`src/rtl/pseudo_pkg.sv`:
```
// pseudo_pkg: shared glyphs, scan states and default sizing for the result display
package pseudo_pkg;
   localparam int DEF_SCAN_DIV = 50000;
   localparam int DEF_DEPTH = 4;
   localparam logic [6:0] SEG_BLANK = 7'b1111111;
   localparam logic [6:0] SEG_DASH = 7'b0111111;
   localparam logic [6:0] SEG_HEX [16] = '{
      7'h40, 7'h79, 7'h24, 7'h30, 7'h19, 7'h12, 7'h02, 7'h78,
      7'h00, 7'h10, 7'h08, 7'h03, 7'h46, 7'h21, 7'h06, 7'h0e
   };
   typedef enum logic [1:0] {DIG0, DIG1, DIG2, DIG3} scan_t;
endpackage

```
`src/rtl/pseudo_hex7seg.sv`:
```
// pseudo_hex7seg: nibble to active-low {g,f,e,d,c,b,a} hex glyph
module pseudo_hex7seg
   import pseudo_pkg::*;
(
   input  logic [3:0] nib,
   output logic [6:0] seg
);
   // glyph lookup
   always_comb seg = SEG_HEX[nib];
endmodule

```
`src/rtl/pseudo_result_display.sv`:
```
// pseudo_result_display: captures generator results into a history and scans them onto a 4-digit display
module pseudo_result_display
   import pseudo_pkg::*;
#(
   parameter int SCAN_DIV = DEF_SCAN_DIV,
   parameter int DEPTH = DEF_DEPTH,
   localparam int AW = $clog2(DEPTH),
   localparam int SW = $clog2(SCAN_DIV)
) (
   input  logic          clk,
   input  logic          rst_n,
   input  logic          busy,
   input  logic [7:0]    num,
   input  logic          clr,
   input  logic [AW-1:0] sel,
   output logic [6:0]    seg,
   output logic [3:0]    an,
   output logic          new_result,
   output logic [4:0]    count
);
   logic          busy_q;
   logic          fall;
   logic [AW-1:0] wr_ptr;
   logic [AW-1:0] rd_addr;
   logic [7:0]    mem [DEPTH];
   logic [7:0]    entry;
   logic          valid;
   logic [SW-1:0] scan_cnt;
   scan_t         state;
   scan_t         nxt;
   logic [3:0]    nib;
   logic [6:0]    hex;
   logic [6:0]    nxt_seg;

   assign fall = busy_q & ~busy;
   assign rd_addr = wr_ptr - AW'(1) - sel;
   assign entry = mem[rd_addr];
   assign valid = 5'(sel) < count;
   assign nxt = scan_t'(state + 2'd1);

   // completion detect, write pointer and fill level; clr overrides a coincident capture
   always_ff @(posedge clk or negedge rst_n) begin
      if (!rst_n) begin
         busy_q <= 1'b0;
         wr_ptr <= '0;
         count <= '0;
         new_result <= 1'b0;
      end else begin
         busy_q <= busy;
         new_result <= fall & ~clr;
         if (clr) begin
            wr_ptr <= '0;
            count <= '0;
         end else if (fall) begin
            wr_ptr <= wr_ptr + 1'b1;
            count <= (count == 5'(DEPTH)) ? count : count + 5'd1;
         end
      end
   end

   // history storage; validity is tracked by count, so the array needs no reset
   always_ff @(posedge clk) begin
      if (fall && !clr) mem[wr_ptr] <= num;
   end

   pseudo_hex7seg u_hex (.nib(nib), .seg(hex));

   // contents of the digit about to be lit
   always_comb begin
      nib = (nxt == DIG0) ? entry[3:0] : (nxt == DIG1) ? entry[7:4] : 4'(sel);
      nxt_seg = (nxt == DIG2) ? SEG_BLANK : (nxt == DIG3 || valid) ? hex : SEG_DASH;
   end

   // digit scan: anode and segments reload together on the slot boundary
   always_ff @(posedge clk or negedge rst_n) begin
      if (!rst_n) begin
         scan_cnt <= '0;
         state <= DIG0;
         an <= 4'b1110;
         seg <= SEG_BLANK;
      end else if (scan_cnt == SW'(SCAN_DIV - 1)) begin
         scan_cnt <= '0;
         state <= nxt;
         an <= ~(4'b0001 << nxt);
         seg <= nxt_seg;
      end else begin
         scan_cnt <= scan_cnt + 1'b1;
      end
   end
endmodule

```
`config.mk`:
```
export PLATFORM = sky130hd
export DESIGN_NAME = pseudo_result_display
export DESIGN_NICKNAME = d
export VERILOG_FILES = /design/src/rtl/pseudo_pkg.sv /design/src/rtl/pseudo_hex7seg.sv /design/src/rtl/pseudo_result_display.sv
export SDC_FILE = /design/constraint.sdc
export NUM_CORES = 1
export LEC_CHECK = 0
export BUFFER_PORTS_ARGS = -buffer_cell sky130_fd_sc_hd__buf_2
export CORE_MARGIN = 8
export CORE_UTILIZATION = 55
export CTS_CLUSTER_DIAMETER = 80
export CTS_CLUSTER_SIZE = 12
export DETAILED_ROUTE_END_ITERATION = 16
export HOLD_SLACK_MARGIN = 0.15
export PLACE_DENSITY = 0.75
export SLEW_MARGIN = 10
export SYNTH_ARGS = -nofsm -noshare
export SYNTH_HDL_FRONTEND = slang
export SYNTH_SLANG_ARGS = --single-unit
```
`constraint.sdc`:
```
create_clock -name clk -period 4.37 [get_ports clk]
set_input_delay 0.437 -clock clk [delete_from_list [all_inputs] [get_ports clk]]
set_output_delay 0.437 -clock clk [all_outputs]
set_load 0.05 [all_outputs]
```
==> results of run 1 <==
[flip-flops by register name (all words and copies together), names as in the netlist]
| signal | count |
|---|---|
| mem | 32 |
| state | 2 |
| seg | 7 |
| an | 4 |
| scan_cnt | 16 |
| wr_ptr | 2 |
| count | 5 |
| busy_q | 1 |
| new_result | 1 |
[cell type report]
| class | instances | area [um2] | area share (%) |
|---|---|---|---|
| Timing Repair Buffer | 30 | 150.1 | 3.885 |
| Multi-Input combinational cell | 204 | 1480 | 38.30 |
| Clock buffer | 9 | 123.9 | 3.205 |
| Tap cell | 77 | 96.34 | 2.493 |
| Clock inverter | 7 | 41.29 | 1.068 |
| Sequential cell | 70 | 1924 | 49.79 |
| Inverter | 13 | 48.80 | 1.263 |
[power by group through the flow]
stage                     Sequential (mW)  Combinational, mW  Clock, mW
after global routing                0.713              0.195      0.478
after floorplan                     0.742              0.114          0
after global placement              0.724              0.171          0
after CTS                           0.711              0.175      0.451
after detailed placement            0.724              0.174          0
final                               0.711              0.174      0.442
[worst max-delay path: cells and delay by family, from the launching register on]
family	cells	cell delay (ns)
simple gates	2	0.73
xor+xnor	1	0.62
flops	1	0.59
compound gates	3	0.26
buf+inv	1	0.16
mux	1	0.28
fa+ha+maj	1	0.22
[cells in the final DEF (no fill, tap or decap), types with 3 or more instances in the layout]
cell type	instances
dfstp_2	10
mux2_2	3
clkbuf_8	9
nor3_1	4
ha_1	20
inv_1	13
xor2_1	10
and2_1	6
nand3b_1	4
nor2b_1	8
a31oi_1	4
xnor2_1	13
nand4_1	6
dfrtp_1	28
mux2i_1	5
buf_2	30
nand2b_1	3
nand3_1	4
a21oi_1	9
nor2_1	33
and4_1	5
o211ai_1	8
o21ai_0	9
a221oi_1	4
edfxtp_1	32
nand2_1	20
[path summary, 6_finish.rpt]
check	to	depth (start not counted)
worst max-delay path	seg[0]	9
worst min-delay path	scan_cnt[9]	1
worst max register to register	seg[0]	9
min in group clk	busy_q	1
max in group asynchronous	scan_cnt[13]	1
worst min register to register	an[2]	2
[metrics by stage]
step / hold WS [ns] / cell area, um2
3_5_place_dp: 0.4622 / 3700
3_3_place_gp: 0.4516 / 3700
5_1_grt: 0.1998 / 3865
4_1_cts: 0.1918 / 3865
6_report: 0.1838 / 3865
2_1_floorplan: 0.1414 / 3500
[per-layer routing]
metal  vias up  track usage, %  share of wire, %
met5         -               0                 0
met4         0           8.323               2.5
met3        13           4.290               4.7
met2        40           24.69                46
met1      1091           19.44                47
li1       1124               -                 -
[logic make-up (layout without fill, tap and decap cells)]
kind of cell / after synthesis / after routing
buffers and inverters: 23 / 59
xor gates and xnor gates: 24 / 24
DFF: 70 / 70
AOI/OAI and AO/OA: 48 / 48
and+or+nand+nor: 102 / 102
muxes: 10 / 10
adders and majority gates: 20 / 20
==> flow_summary.json, run 1 <==
{
  "overflow": 0,
  "vias_per_cell": 5.532,
  "fin_nets": 362,
  "synth_adder_area_share_pct": 7.151,
  "cts.path.max_buffers": 2,
  "layoutNonFillerInstCount": 410,
  "clkTransAtPathRegs_ns": 0.08,
  "p_sw_uw": 359.9,
  "vdd_ir_drop_max_v": 0.0002452,
  "crit_required_ns": 4.63,
  "postCtsSetupBuffers": 0,
  "synth_top_family_by_area": "simple AND/OR/NAND/NOR gates",
  "ys_ff_latch": 70,
  "clock-root-buffer": "clkbuf_8",
  "hold_viol_final": 0,
  "areaGrowthSynthToFinish_pct": 10.44,
  "track_usage_pct": 15.72,
  "cts_tree": "yes",
  "setup-tns-final_ns": 0,
  "ant_nets": 0,
  "dpl.cell_count": 394,
  "cp-end-kind": "flop",
  "swShare_pct": 27.12,
  "grt_pass1_vias": 2321,
  "min_path_type": "in2async",
  "leakagePower_nw": 1.617,
  "htreeDepth": 3,
  "postSynthAreaPerCell_um2": 11.78,
  "skew_ns": 0.01355,
  "synth-compound-area-share_pct": 9.903,
  "fin_util_pct": 61.93,
  "cp-startpoint": "wr_ptr[1]",
  "globalplace.congestion": 0.9004,
  "ys_warn_count": 0,
  "antenna_found_initial": 0,
  "max_freq_mhz": 339.0,
  "numCtsBuffers": 9,
  "finalMaxSlewViolations": 0,
  "synth_top_cell_area_share_pct": 27.46,
  "p_comb_share_pct": 13.1,
  "synth_xor_area_share_pct": 6.435,
  "slowest_delay_ns": 0.62,
  "arrival_ns": 3.21,
  "grt_max_degree": 39,
  "seqPwrFrac_pct": 53.6,
  "cts-hold-fix-buffers": 0,
  "synth_cells": 297,
  "worstPathMaxFanout": 14,
  "port_buffers": 30,
  "crit_slowest_cell": "xnor3_2",
  "first_iter_violations": 87,
  "vias": 2268,
  "clock_power_share_pct": 33.3,
  "dr.pass1.iters": 4,
  "final.period_utilization_pct": 67.50,
  "layout-drive-gt1-share_pct": 19.52,
  "hpwl_um": 4631,
  "chipWidth_um": 95.77,
  "relSlewSlack_pct": 43.87,
  "drv_cap": 0,
  "rsz0062_at_grt": "false",
  "yosys.area.top_type": "edfxtp_1",
  "syn-num-nets": 331,
  "grt_pass1_wl_um": 11070,
  "rr_startpoint": "wr_ptr[1]",
  "finalSetupViolations": 0,
  "worst-setup-path-type": "reg2reg",
  "synth-simple-area-share_pct": 15.23,
  "synth_commonest_cells": "nor2_1 (33), edfxtp_1 (32), dfrtp_1 (28), ha_1 (20), nand2_1 (20)",
  "power_mw": 1.327,
  "synth.area.top_cells": "edfxtp_1 (27%), dfrtp_1 (20%), dfstp_2 (7.5%), ha_1 (7.2%), nor2_1 (3.5%)",
  "die-area_um2": 9171,
  "reg2reg_setup_slack_ns": 1.42,
  "period_needed_ns": 2.950,
  "cts_resized": 0,
  "tightest_slew_ns": 0.8419,
  "num_rows": 29,
  "worst_setup_path_start_kind": "flop",
  "synth_seq_area_share_pct": 54.99,
  "clkLatencyLatePin_ns": 0.36,
  "synth.most_common_cell": "nor2_1",
  "synth_edf_count": 32,
  "dominantRegCellSynth": "edfxtp_1",
  "finalWirelength_um": 6411,
  "status": "complete, no violations",
  "setup_ws_ns": 1.420,
  "p_per_area_nw_per_um2": 343.3,
  "p_int_uw": 967.0,
  "clkSinkCount": 70,
  "post-place-ws_ns": 1.386,
  "die_h_um": 95.77,
  "crit_chain": "xnor3_2, mux2_2, o211ai_2, nor3_2, inv_1, ha_1, or3_1, o211ai_1, a21oi_1",
  "muxShareOfSynthArea_pct": 3.575,
  "async_flop_share_pct": 54.29,
  "core_area_um2": 6241,
  "syn-cell-area_um2": 3500,
  "ioPinCount": 31,
  "routed_wire_length_per_instance_um": 15.64,
  "initial_core_util_pct": 56.07,
  "ys_types": 51,
  "fillCellCount": 487,
  "drc": 0,
  "diodes": 0
}
Power figures use the tool's default switching activity.
==> inputs of run 2 (changes only) <==
ABC_AREA = 1   (was not set)
PLACE_DENSITY = 0.74   (was 0.75)
clock period = 2.74 ns   (was 4.37 ns; I/O delays follow)
==> run 2 against run 1 <==
Compared with the run above: worst hold slack better by 0.0023 ns; core utilization is 3.5 points higher; via count grew 19%; routed wire length grew 10%; highest routed layer unchanged; largest cell class unchanged; cell area is 7.5% higher; clock skew is 0.0062 ns lower; non-clock buffer count increased by 16; global-route usage is 0.41 points higher; total power up 82%; worst setup slack worse by 1.1 ns; combinational power is 91% higher.
==> flow_summary.json, run 2 <==
{
  "drv_cap": 0,
  "globalplace.congestion": 0.8877,
  "cts_resized": 0,
  "leakagePower_nw": 1.884,
  "cts_tree": "yes",
  "layout-drive-gt1-share_pct": 21.89,
  "synth_commonest_cells": "nand2_1 (84), inv_1 (42), edfxtp_1 (32), nand3_1 (32), nor2_1 (32)",
  "drc": 0,
  "syn-num-nets": 413,
  "register_area_um2": 1924,
  "clkLatencyLatePin_ns": 0.35,
  "die_h_um": 96.90,
  "reg2reg_setup_slack_ns": 0.32,
  "synth_cells": 379,
  "routed_wire_length_per_instance_um": 13.86,
  "ys_types": 36,
  "overflow": 0,
  "ys_ff_latch": 70,
  "synth.most_common_cell": "nand2_1",
  "cts.path.max_buffers": 2,
  "rsz0062_at_grt": "false",
  "vias_per_cell": 5.286,
  "rr_startpoint": "wr_ptr[0]",
  "relSlewSlack_pct": 45.04,
  "postSynthAreaPerCell_um2": 9.498,
  "ant_nets": 0,
  "tightest_slew_ns": 0.8243,
  "areaGrowthSynthToFinish_pct": 15.43,
  "initial_core_util_pct": 56.69,
  "synth_seq_area_share_pct": 53.46,
  "ioPinCount": 31,
  "die-area_um2": 9390,
  "dpl.cell_count": 485,
  "yosys.area.top_type": "edfxtp_1",
  "grt_max_degree": 39,
  "finalSetupViolations": 0,
  "diodes": 0,
  "worstPathMaxFanout": 13,
  "async_flop_share_pct": 54.29,
  "antenna_found_initial": 0,
  "final.period_utilization_pct": 88.49,
  "period_needed_ns": 2.425,
  "ys_warn_count": 0,
  "fin_nets": 463,
  "clkSinkCount": 70,
  "grt_pass1_vias": 2742,
  "fillCellCount": 529,
  "cp-end-kind": "flop",
  "track_usage_pct": 16.13,
  "reg_top3": "mem x32, scan_cnt x16, seg x7",
  "chipWidth_um": 96.90,
  "mostFrequentLayoutCells": "nand2_1 (84), inv_1 (42), nand3_1 (32), nor2_1 (32), edfxtp_1 (32)",
  "dominantRegCellSynth": "edfxtp_1",
  "layout_commonest_cell": "nand2_1",
  "p_per_area_nw_per_um2": 581.9,
  "dr.pass1.iters": 4,
  "holdPathStages": 2,
  "postCtsSetupBuffers": 0,
  "num_rows": 29,
  "top_register": "mem",
  "arrival_ns": 2.71,
  "htreeDepth": 3,
  "r2r-end": "seg[3]",
  "vias": 2701,
  "layoutNonFillerInstCount": 511,
  "vdd_ir_drop_max_v": 0.0004621,
  "hold_viol_final": 0,
  "port_buffers": 30,
  "hold_path_startpoint": "clr",
  "crit_required_ns": 3.03,
  "multi_input_area_um2": 1425,
  "min_to": "new_result",
  "hpwl_um": 5135,
  "skew_ns": 0.007329,
  "grt_pass1_wl_um": 12540,
  "synth.area.top_cells": "edfxtp_1 (27%), dfrtp_1 (19%), nand2_1 (8.8%), dfstp_2 (7.3%), ha_1 (7.0%)",
  "worst-setup-path-type": "reg2reg",
  "synth_edf_count": 32,
  "first_iter_violations": 209,
  "max_freq_mhz": 412.4,
  "status": "complete, no violations",
  "clkTransAtPathRegs_ns": 0.08,
  "synth_top_cell_area_share_pct": 26.69,
  "setup-tns-final_ns": 0,
  "finalMaxSlewViolations": 0,
  "worst_setup_path_start_kind": "flop",
  "rr_worst_depth": 16,
  "fin_util_pct": 65.44,
  "core_area_um2": 6350,
  "largest_register_ffs": 32,
  "finalWirelength_um": 7081,
  "clock-root-buffer": "clkbuf_8",
  "min_path_type": "in2reg",
  "numCtsBuffers": 9,
  "syn-cell-area_um2": 3600
}
run 2: cell count changes after synthesis, moves of 7 or more:
cell / before / now
clkbuf_1: 7 / 0
inv_1: 13 / 42
nand2_1: 20 / 84
nand2_2: 0 / 9
nand3_1: 4 / 32
nor2b_1: 8 / 0
o211ai_1: 8 / 0
o21ai_0: 9 / 16
xnor2_1: 13 / 0
run 2: kinds of logic (layout without fill, tap and decap cells):
| logic type | after synthesis | after routing | share of synthesized area (%) |
|---|---|---|---|
| simple gates | 184 | 184 | 23.98 |
| mux | 3 | 3 | 0.8342 |
| fa+ha+maj | 20 | 20 | 6.952 |
| xor+xnor | 5 | 5 | 1.216 |
| flops | 70 | 70 | 53.46 |
| buf+inv | 55 | 110 | 6.951 |
| compound gates | 42 | 42 | 6.604 |
run 2: worst max-delay path, stage by stage, from the launching register on:
cell,delay (ns)
dfrtp_1,0.42
ha_1,0.46
inv_4,0.20
nand2_1,0.07
nand2_1,0.06
nand2_1,0.06
nand3_1,0.06
nand2_1,0.06
nand2_1,0.18
inv_1,0.11
ha_1,0.25
inv_1,0.08
nand3_1,0.08
nand3_1,0.09
nand3_1,0.07
nand2_1,0.06
inv_1,0.03
run 2: metrics by stage:
step	total power [mW]	hold WS (ns)	instance area [um2]	worst slack (ns)
3_5_place_dp	1.477	0.3989	3826	0.3000
2_1_floorplan	1.399	-0.02159	3600	0.5613
4_1_cts	2.443	0.1738	4155	0.3232
5_1_grt	2.523	0.2164	4155	0.05629
6_report	2.418	0.1861	4155	0.3154
3_3_place_gp	1.470	0.3981	3826	0.3855
run 2: layout make-up:
cell class | instances | area share [%]
Timing Repair Buffer | 46 | 7.106
Clock buffer | 9 | 2.981
Inverter | 48 | 4.456
Tap cell | 77 | 2.319
Multi-Input combinational cell | 254 | 34.30
Sequential cell | 70 | 46.31
Clock inverter | 7 | 2.529
run 2: timing repair:
action	CTS	global route
setup endpoints to repair	0	0
endpoints found under the hold margin	60	0
hold buffers	10	0
run 2: routing by layer:
layer  share of wire (%)  GRT usage (%)
met2                  49          26.20
met5                   0              0
met3                 6.5          4.125
met1                  42          19.10
met4                 2.8          8.757
run 2: worst max-delay path by stage:
stage                     slack, ns     end      start
after floorplan                0.56  seg[1]  wr_ptr[0]
after global placement         0.39  seg[1]     sel[0]
after detailed placement       0.30  seg[3]     sel[0]
after CTS                      0.32  seg[3]  wr_ptr[0]
after global routing           0.06  seg[3]  wr_ptr[0]
final                          0.32  seg[3]  wr_ptr[0]
run 2: power breakdown:
part	internal, mW	switching [mW]	total (mW)
Sequential	1.12	0.0189	1.14
Clock	0.526	0.423	0.949
Combinational	0.109	0.222	0.332
